### src/rtl/cnn_pkg.sv
// Shared types for the pooling stream: window element count, feeder FSM states.
// Pure declarations; no logic, no latency, no flow control.
package cnn_pkg;

  localparam int DATA_W_DEFAULT = 32;
  localparam int WIN_ELEMS      = 4;

  typedef enum logic {
    ACCEPT = 1'b0,
    EMIT   = 1'b1
  } state_t;

  typedef logic [$clog2(WIN_ELEMS)-1:0] idx_t;

endpackage

### src/rtl/pool_line_buffer.sv
// One-row pixel store: a single write port plus two combinational reads (col-1, col).
// Write lands on the clock edge; reads are same-cycle. No flow control of its own.
module pool_line_buffer #(
  parameter int DATA_W = 32,
  parameter int DEPTH  = 8,
  parameter int AW     = $clog2(DEPTH)
) (
  input  logic              clk,
  input  logic [AW-1:0]     wr_addr,
  input  logic [DATA_W-1:0] wr_data,
  input  logic              wr_en,
  input  logic [AW-1:0]     rd_addr_a,
  output logic [DATA_W-1:0] rd_data_a,
  input  logic [AW-1:0]     rd_addr_b,
  output logic [DATA_W-1:0] rd_data_b
);

  // Contents are don't-care after reset, so the array carries no reset.
  logic [DATA_W-1:0] mem [DEPTH];

  always_ff @(posedge clk) begin
    if (wr_en) mem[wr_addr] <= wr_data;
  end

  assign rd_data_a = mem[rd_addr_a];
  assign rd_data_b = mem[rd_addr_b];

endmodule

### src/rtl/pool_window_feeder.sv
// Regroups a raster pixel stream into 2x2 windows emitted TL,TR,BL,BR; win_valid rises one
// edge after the BR pixel; input is stalled for the whole emission (no skid buffer).
module pool_window_feeder
  import cnn_pkg::*;
#(
  parameter int DATA_W = DATA_W_DEFAULT,
  parameter int IMG_W  = 8,
  parameter int IMG_H  = 8
) (
  input  logic                     clk,
  input  logic                     rst_n,
  input  logic signed [DATA_W-1:0] in_data,
  input  logic                     in_valid,
  output logic                     in_ready,
  output logic signed [DATA_W-1:0] win_data,
  output logic                     win_valid,
  input  logic                     win_ready,
  output logic                     win_last,
  output logic                     frame_done
);

  localparam int COL_W = $clog2(IMG_W);
  localparam int ROW_W = $clog2(IMG_H);
  localparam logic [COL_W-1:0] COL_LAST = COL_W'(IMG_W - 1);
  localparam logic [ROW_W-1:0] ROW_LAST = ROW_W'(IMG_H - 1);
  localparam idx_t             IDX_LAST = idx_t'(WIN_ELEMS - 1);

  state_t                     state;
  logic [COL_W-1:0]           col;
  logic [COL_W-1:0]           col_prev;
  logic [ROW_W-1:0]           row;
  idx_t                       idx;
  idx_t                       idx_nxt;
  logic signed [DATA_W-1:0]   bl_reg;
  logic signed [DATA_W-1:0]   win_elem [WIN_ELEMS];
  logic [DATA_W-1:0]          lb_prev;
  logic [DATA_W-1:0]          lb_cur;
  logic                       last_win;
  logic                       in_xfer;
  logic                       lb_we;

  assign in_xfer  = in_valid & in_ready;
  assign lb_we    = in_xfer & ~row[0];
  assign col_prev = col - 1'b1;
  assign idx_nxt  = idx + 1'b1;

  pool_line_buffer #(
    .DATA_W (DATA_W),
    .DEPTH  (IMG_W)
  ) u_line_buf (
    .clk       (clk),
    .wr_addr   (col),
    .wr_data   (in_data),
    .wr_en     (lb_we),
    .rd_addr_a (col_prev),
    .rd_data_a (lb_prev),
    .rd_addr_b (col),
    .rd_data_b (lb_cur)
  );

  always_ff @(posedge clk or negedge rst_n) begin
    if (!rst_n) begin
      state      <= ACCEPT;
      in_ready   <= 1'b0;
      win_valid  <= 1'b0;
      win_last   <= 1'b0;
      win_data   <= '0;
      frame_done <= 1'b0;
      col        <= '0;
      row        <= '0;
      idx        <= '0;
      bl_reg     <= '0;
      last_win   <= 1'b0;
      for (int i = 0; i < WIN_ELEMS; i++) win_elem[i] <= '0;
    end else begin
      frame_done <= 1'b0;
      case (state)
        ACCEPT: begin
          in_ready <= 1'b1;
          if (in_xfer) begin
            if (col == COL_LAST) begin
              col <= '0;
              row <= (row == ROW_LAST) ? '0 : row + 1'b1;
            end else begin
              col <= col + 1'b1;
            end
            if (row[0] && !col[0]) begin
              bl_reg <= in_data;
            end else if (row[0] && col[0]) begin
              // BR pixel closes the window: the upper row still sits in the line buffer.
              win_elem[0] <= lb_prev;
              win_elem[1] <= lb_cur;
              win_elem[2] <= bl_reg;
              win_elem[3] <= in_data;
              win_data    <= lb_prev;
              win_last    <= 1'b0;
              win_valid   <= 1'b1;
              in_ready    <= 1'b0;
              idx         <= '0;
              last_win    <= (row == ROW_LAST) && (col == COL_LAST);
              state       <= EMIT;
            end
          end
        end
        EMIT: begin
          if (win_ready) begin
            if (idx == IDX_LAST) begin
              state      <= ACCEPT;
              win_valid  <= 1'b0;
              win_last   <= 1'b0;
              in_ready   <= 1'b1;
              frame_done <= last_win;
            end else begin
              idx      <= idx_nxt;
              win_data <= win_elem[idx_nxt];
              win_last <= (idx_nxt == IDX_LAST);
            end
          end
        end
        default: state <= ACCEPT;
      endcase
    end
  end

endmodule

### config.mk
export PLATFORM = sky130hd
export DESIGN_NAME = pool_window_feeder
export DESIGN_NICKNAME = d
export VERILOG_FILES = /design/src/rtl/cnn_pkg.sv /design/src/rtl/pool_line_buffer.sv /design/src/rtl/pool_window_feeder.sv
export SDC_FILE = /design/constraint.sdc
export NUM_CORES = 1
export LEC_CHECK = 0
export ABC_CLOCK_PERIOD_IN_PS = 9000
export BUFFER_PORTS_ARGS = -buffer_cell sky130_fd_sc_hd__buf_2
export CAP_MARGIN = 5
export CORE_MARGIN = 1
export CORE_UTILIZATION = 38
export DETAILED_ROUTE_END_ITERATION = 16
export PLACE_DENSITY = 0.57
export SLEW_MARGIN = 20
export SYNTH_ARGS = -nofsm -noshare
export SYNTH_HDL_FRONTEND = slang
export SYNTH_HIERARCHICAL = 1
export SYNTH_SLANG_ARGS = --single-unit
export TNS_END_PERCENT = 1
### constraint.sdc
create_clock -name clk -period 9 [get_ports clk]
set_clock_uncertainty 0.2 [all_clocks]
set_input_delay 0 -clock clk [delete_from_list [all_inputs] [get_ports clk]]
set_output_delay 0 -clock clk [all_outputs]
set_load 0.005 [all_outputs]
==> reports/metrics.yaml, run 1 <==
synthTopCellsByArea: "edfxtp_1 37%, dfrtp_1 25%, mux2_2 14%, mux4_1 10%, mux4_2 8.6%"
routabilityCongestion: 0.723
coreArea_um2: 54000
worstPathRequired_ns: 9.27
grt_pass1_vias: 11500
via_count: 10700
clock-sinks: 462
fmax_mhz: 215
synth.cell_area_um2: 20900
status: "finished clean"
slew_headroom: 0.309
fin_crit_ns: 4.66
antenna_found_initial: 1
wl_mm: 47.2
initial_utilization: 0.387
htree_levels: 2
cpMostUsedCell: "mux2_2"
grt_usage: 0.174
drtAntennaViolNets: 0
seq_area_frac_synth: 0.615
cts_resized: 0
yosys_register_bits: 462
largest_reg_flops: 256
worst_pin_slew_ns: 1.03
drt_iter0_markers: 578
placed_cells: 1785
port_buffers: 71
wl_per_cell_um: 24.7
maxSlewViolCount: 0
syn2layout_area_growth_pct: 15.4
power_leakage_nw: 9.00
synth.most_common_cell: "mux2_2"
path_max_fanout: 57
synth_commonest_cells: "267 x mux2_2, 256 x edfxtp_1, 206 x dfrtp_1, 80 x mux4_1, 80 x mux4_2"
cts_tree: "built"
grt_remaining_overflow: 0
hold_class: "in2reg"
final_util: 0.446
drtPass1Iterations: 5
reg_top3: "u_line_buf/mem: 256 flops, win_elem: 128 flops"
synth_nets: 1108
cts-root-buf: "clkbuf_16"
async_reset_ff_frac: 0.446
setup_viol: 0
rsz0062_at_grt: "no"
cts_buffers: 50
hold_viol: 0
viasPerCell: 5.57
fin_nets: 1222
yosysTopAreaCell: "edfxtp_1"
synth_top_area_share: 0.368
die_h_um: 236
cp_data_arrival_time_ns: 4.93
cpMaxStageDelayCell: "dfrtp_4"
tns_ns: 0
top_register: "u_line_buf/mem"
ys.flop_type: "edfxtp_1"
die_w_um: 236
synth.distinct_cells: 32
synth_warnings: 6
cp-start-kind: "flip-flop"
dp_hpwl_mm: 26.8
fin_crit_sh: 0.517
grt_pass1_wl_mm: 72.3
final_cells: 1915
synth-edff-count: 256
fp.dieArea_um2: 55900
pwr_density_cell_nw_per_um2: 362
critPathKind: "reg2reg"
drcViolationCount: 0
holdWs_ns: 0.0540
maxCapViolCount: 0
postSynthAreaPerCell_um2: 19.6
clockBufferDepth: 3
insertion_delay_ns: 0.59
pin_count: 72
drive_above_1_share: 0.444
clk_pin_slew_worst_paths_ns: 0.06
path_cells: "inv_4, buf_4, ha_1, xor2_4, buf_4, mux4_1, mux2_2, mux2_2, mux2_2"
endpoint_kind: "flip-flop"
irDropWorstVdd_uv: 276
crit_path_max_incr_delay_ns: 0.82
fp-row-count: 85
grt_max_degree: 100
postSynthCellCount: 1064
[cell families after synthesis]
group                      count (synthesis)  synth area share
AOI/OAI and AO/OA                         36            0.0122
adders and majority gates                  8           0.00479
xor gates and xnor gates                   1          0.000419
buffers and inverters                     80            0.0241
DFF                                      462             0.615
muxes                                    428             0.331
and+or+nand+nor                           49            0.0122
[through the flow]
stage / total power, mW / setup slack, ns / instance area [um2]
floorplan: 5.72 / 5.43 / 20900
global placement: 6.58 / 4.29 / 22000
detailed placement: 6.64 / 4.23 / 22000
CTS: 8.84 / 4.23 / 24100
global route: 9.20 / 4.05 / 24100
finish: 8.71 / 4.34 / 24100
[timing repair]
| action | CTS | global route |
|---|---|---|
| hold endpoints to repair | 433 | 0 |
| hold buffers | 37 | 0 |
| buffers inserted | 0 | 0 |
[critical path: cells and delay by family, from the launching register on]
family                   cells  cell delay (ns)
buffers and inverters        3             1.75
multiplexers                 4             1.20
flip-flops                   1             0.82
adder cells (fa/ha/maj)      1             0.37
XOR/XNOR                     1             0.17
[layout make-up]
cell class / instances / area, um2
fill: 4635 / 29900
timing repair buffer: 136 / 963
antenna: 1 / 2.50
sequential: 462 / 12900
tap: 696 / 871
multi-input combinational: 522 / 7640
clock inverter: 17 / 262
inverter: 6 / 25.0
clock buffer: 75 / 1480
[layer usage]
| layer | wire, um | global-route usage | part of all wire |
|---|---|---|---|
| met5 | 0 | 0 | 0 |
| met4 | 934 | 0.0449 | 0.020 |
| met3 | 2100 | 0.0324 | 0.044 |
| met2 | 23200 | 0.285 | 0.49 |
| met1 | 21000 | 0.238 | 0.44 |
[power breakdown]
group / total [mW] / leakage (nW) / internal (mW) / switching (mW)
Clock: 2.16 / 0.854 / 1.33 / 0.828
Combinational: 3.34 / 3.31 / 1.85 / 1.49
Sequential: 3.22 / 4.84 / 2.84 / 0.373
Total: 8.71 / 9.00 / 6.03 / 2.69
[cells in the final DEF, fill, tap and decap left out, types with 11 or more instances in the layout]
cell type        n
a31oi_1         13
buf_2           70
buf_4           28
clkbuf_1        16
clkbuf_16       54
dfrtp_1        201
dlygate4sd3_1   36
edfxtp_1       256
mux2_2         267
mux4_1          80
mux4_2          80
nand2_1         13
nor2b_1         11
o2bb2ai_1       11
[final timing paths]
kind	startpoint	endpoint	slack [ns]	depth (start not counted)
worst min-delay path	in_data[27]	u_line_buf/mem[0][27]$_DFFE_PP_	0.05	2
worst max register to register	col[0]$_DFFE_PN0P_	win_data[1]$_DFFE_PN0P_	4.34	9
worst min register to register	win_data[23]$_DFFE_PN0P_	win_data[23]$_DFFE_PN0P_	0.29	1
min in group asynchronous	rst_n	bl_reg[18]$_DFFE_PN0P_	0.37	4
worst max-delay path	col[0]$_DFFE_PN0P_	win_data[1]$_DFFE_PN0P_	4.34	9
max in group asynchronous	rst_n	win_elem[55]$_DFFE_PN0P_	6.89	5
Power figures use the tool's default switching activity.
==> run 2, diff against run 1 <==
ABC_AREA = 1   (was unset)
ABC_CLOCK_PERIOD_IN_PS = 4300   (was 9000)
clock period = 4.3 ns   (was 9 ns; I/O delays follow)
==> run 2 against run 1 <==
  * Count of clock-buffer cells in the layout decreased by 2
  * Non-clock buffer count increased by 18
  * Synthesized cell count increased to 2.7 times the previous value
  * Sequential power increased by 100%
  * Power increased by 140%
  * Critical path type unchanged
  * Critical endpoint is now win_elem[74]$_DFFE_PN0P_
==> reports/metrics.yaml, run 2 <==
status: "finished clean"  # unchanged
maxCapViolCount: 0  # unchanged
pin_count: 72  # unchanged
path_max_fanout: 70  # was 57
synth_nets: 2964  # was 1,108
cts_tree: "built"  # unchanged
crit_end: "win_elem[74]$_DFFE_PN0P_"  # was win_data[1]$_DFFE_PN0P_
cts_setup_buffers: 0  # unchanged
fmax_mhz: 302  # was 215 MHz
viasPerCell: 5.07  # was 5.57
endpoint_kind: "flip-flop"  # unchanged
grt_remaining_overflow: 0  # unchanged
cts_buffers: 50  # unchanged
drtAntennaViolNets: 0  # unchanged
wl_mm: 71.4  # was 47.2 mm
synth-xor-area-share: 0.000378  # was 0.000419
synth.area.mux_share: 0  # was 0.331
coreArea_um2: 60400  # was 54,000 um2
r2r_slack_ns: 0.99  # was 4.34 ns
grt_usage: 0.232  # was 0.174
cts-root-buf: "clkbuf_16"  # unchanged
clock-sinks: 462  # unchanged
fin_crit_sh: 0.771  # was 0.517
clockBufferDepth: 3  # unchanged
fin_crit_ns: 3.31  # was 4.66 ns
cp-startpoint: "col[0]$_DFFE_PN0P_"  # unchanged
drive_above_1_share: 0.0739  # was 0.444
synth_warnings: 6  # unchanged
die_w_um: 249  # was 236 um
insertion_delay_ns: 0.60  # was 0.59 ns
holdWs_ns: 0.0466  # was 0.0540 ns
yosys_register_bits: 462  # unchanged
die_h_um: 249  # was 236 um
via_count: 19200  # was 10,700
top_register: "u_line_buf/mem"  # unchanged
hold_viol: 0  # unchanged
synth.distinct_cells: 25  # was 32
wl_per_cell_um: 18.9  # was 24.7 um
synth_top_family_by_area: "simple AND/OR/NAND/NOR gates"  # was multiplexers
pwr_density_cell_nw_per_um2: 789  # was 362 nW/um2
synth_compound_area_frac: 0.0315  # was 0.0122
postSynthAreaPerCell_um2: 7.94  # was 19.6 um2
clk_pin_slew_worst_paths_ns: 0.06  # about the same
seq_area_frac_synth: 0.554  # was 0.615
largest_reg_flops: 256  # unchanged
port_buffers: 71  # unchanged
reg_top3: "u_line_buf/mem: 256 flops, win_elem: 128 flops"  # unchanged
slew_headroom: 0.232  # was 0.309
r2r-end: "win_elem[74]$_DFFE_PN0P_"  # was win_data[1]$_DFFE_PN0P_
ctsHoldBuffers: 37  # unchanged
antenna_found_initial: 7  # was 1
final_cell_mix: "1,348 x nand2_1, 370 x inv_1, 325 x nand3_1"  # was 267 x mux2_2, 256 x edfxtp_1, 201 x dfrtp_1
synth.cell_area_um2: 23200  # was 20,900 um2
power_leakage_nw: 12.9  # was 9.00 nW
initial_utilization: 0.384  # was 0.387
grt_pass1_wl_mm: 110  # was 72.3 mm
p_total_mw: 20.6  # was 8.71 mW
cts_resized: 0  # unchanged
postSynthCellCount: 2920  # was 1,064
r2r-start: "col[0]$_DFFE_PN0P_"  # unchanged
ys.flop_type: "edfxtp_1"  # unchanged
fp-row-count: 90  # was 85
synth_top_area_share: 0.332  # was 0.368
synthSimpleGateAreaFrac: 0.304  # was 0.0122
drt_iter0_markers: 2053  # was 578
drcViolationCount: 0  # unchanged
yosysTopAreaCell: "edfxtp_1"  # unchanged
grt_pass1_vias: 18500  # was 11,500
dp_hpwl_mm: 39.7  # was 26.8 mm
synth_commonest_cells: "1,348 x nand2_1, 373 x inv_1, 325 x nand3_1, 256 x edfxtp_1, 206 x dfrtp_1"  # was 267 x mux2_2, 256 x edfxtp_1, 206 x dfrtp_1, 80 x mux4_1, 80 x mux4_2
irDropWorstVdd_uv: 600  # was 276 uV
fp.dieArea_um2: 62000  # was 55,900 um2
worstPathRequired_ns: 4.62  # was 9.27 ns
drtPass1Iterations: 5  # unchanged
synthTopCellsByArea: "edfxtp_1 33%, dfrtp_1 22%, nand2_1 22%, nand3_1 7.0%, inv_1 6.0%"  # was edfxtp_1 37%, dfrtp_1 25%, mux2_2 14%, mux4_1 10%, mux4_2 8.6%
synth_fa_ha_area_frac: 0.00432  # was 0.00479
tns_ns: 0  # unchanged
r2r_cells: 10  # was 9
critPathKind: "reg2reg"  # unchanged
rsz0062_at_grt: "no"  # unchanged
routabilityCongestion: 0.828  # was 0.723
cp_data_arrival_time_ns: 3.63  # was 4.93 ns
setup_viol: 0  # unchanged
cp-start-kind: "flip-flop"  # unchanged
min_from: "win_ready"  # was in_data[27]
async_reset_ff_frac: 0.446  # unchanged
synth-edff-count: 256  # unchanged
worst_pin_slew_ns: 1.15  # was 1.03 ns
fin_nets: 3006  # was 1,222
htree_levels: 2  # unchanged
synth.most_common_cell: "nand2_1"  # was mux2_2
final_common_cell: "nand2_1"  # was mux2_2
syn2layout_area_growth_pct: 12.4  # was 15.4%
maxSlewViolCount: 0  # unchanged
grt_max_degree: 170  # was 100
hold_class: "in2reg"  # unchanged
run 2: cell types whose count changed after synthesis, moves of 22 or more:
cell / before / now
inv_1: 6 / 373
nor2_1: 10 / 78
nand3_1: 2 / 325
o21ai_0: 7 / 94
nand2_1: 13 / 1348
clkbuf_1: 13 / 42
o21ai_1: 0 / 42
mux4_1: 80 / 0
buf_2: 22 / 55
buf_6: 15 / 37
mux2_2: 267 / 0
mux4_2: 80 / 0
run 2: cell families (layout without fill, tap and decap cells):
family / Yosys count / after routing
AOI/OAI and AO/OA: 145 / 145
xor gates and xnor gates: 1 / 1
adders and majority gates: 8 / 8
buffers and inverters: 544 / 628
DFF: 462 / 462
other: 0 / 2
and+or+nand+nor: 1760 / 1760
run 2: layout make-up:
class,count,area [um2]
clock inverters,21,205
clock buffers,73,1450
well taps,782,978
diodes,2,5.00
inverters,380,1430
fillers,5955,34300
repair buffers,154,1160
flip-flops and latches,462,12800
multi-input cells,1914,7970
run 2: critical path: stages (launching register included):
cell and delay [ns]:
dfrtp_4 0.43, buf_4 0.70, clkinv_2 0.78, buf_4 0.51, nand2_1 0.13, nand3_1 0.07
nand2_1 0.09, nand2_1 0.05, nand2_1 0.09, nand2_1 0.05, o21ai_0 0.08
run 2: through the flow:
stage	std cells	util	cell area, um2	setup WS (ns)
floorplan	2920	-	23200	1.61
CTS	3786	0.432	26100	1.05
detailed placement	3655	0.398	24000	1.06
finish	3788	0.432	26100	0.985
global route	3787	0.432	26100	0.734
global placement	3655	0.398	24000	1.05
run 2: worst min path at each step:
stage / end / slack [ns] / cells past startpoint
finish: in_ready$_DFFE_PN0P_ / 0.05 / 4
global route: win_last$_DFFE_PN0P_ / 0.03 / 4
CTS: in_ready$_DFFE_PN0P_ / 0.02 / 4
detailed placement: win_elem[60]$_DFFE_PN0P_ / -0.05 / 1
global placement: win_elem[60]$_DFFE_PN0P_ / -0.05 / 1
floorplan: bl_reg[0]$_DFFE_PN0P_ / -0.50 / 0
run 2: report_power, final:
part | total (mW) | internal (mW) | switching [mW]
clock network | 4.37 | 2.58 | 1.80
logic | 9.72 | 2.79 | 6.93
registers | 6.46 | 5.85 | 0.614
run 2: layer usage:
metal / share of wire / vias to the layer above / global-route usage
li1: - / 9118 / -
met1: 0.44 / 9104 / 0.324
met2: 0.44 / 839 / 0.364
met3: 0.092 / 139 / 0.0486
met4: 0.024 / 6 / 0.0635
met5: 0.00046 / - / 0
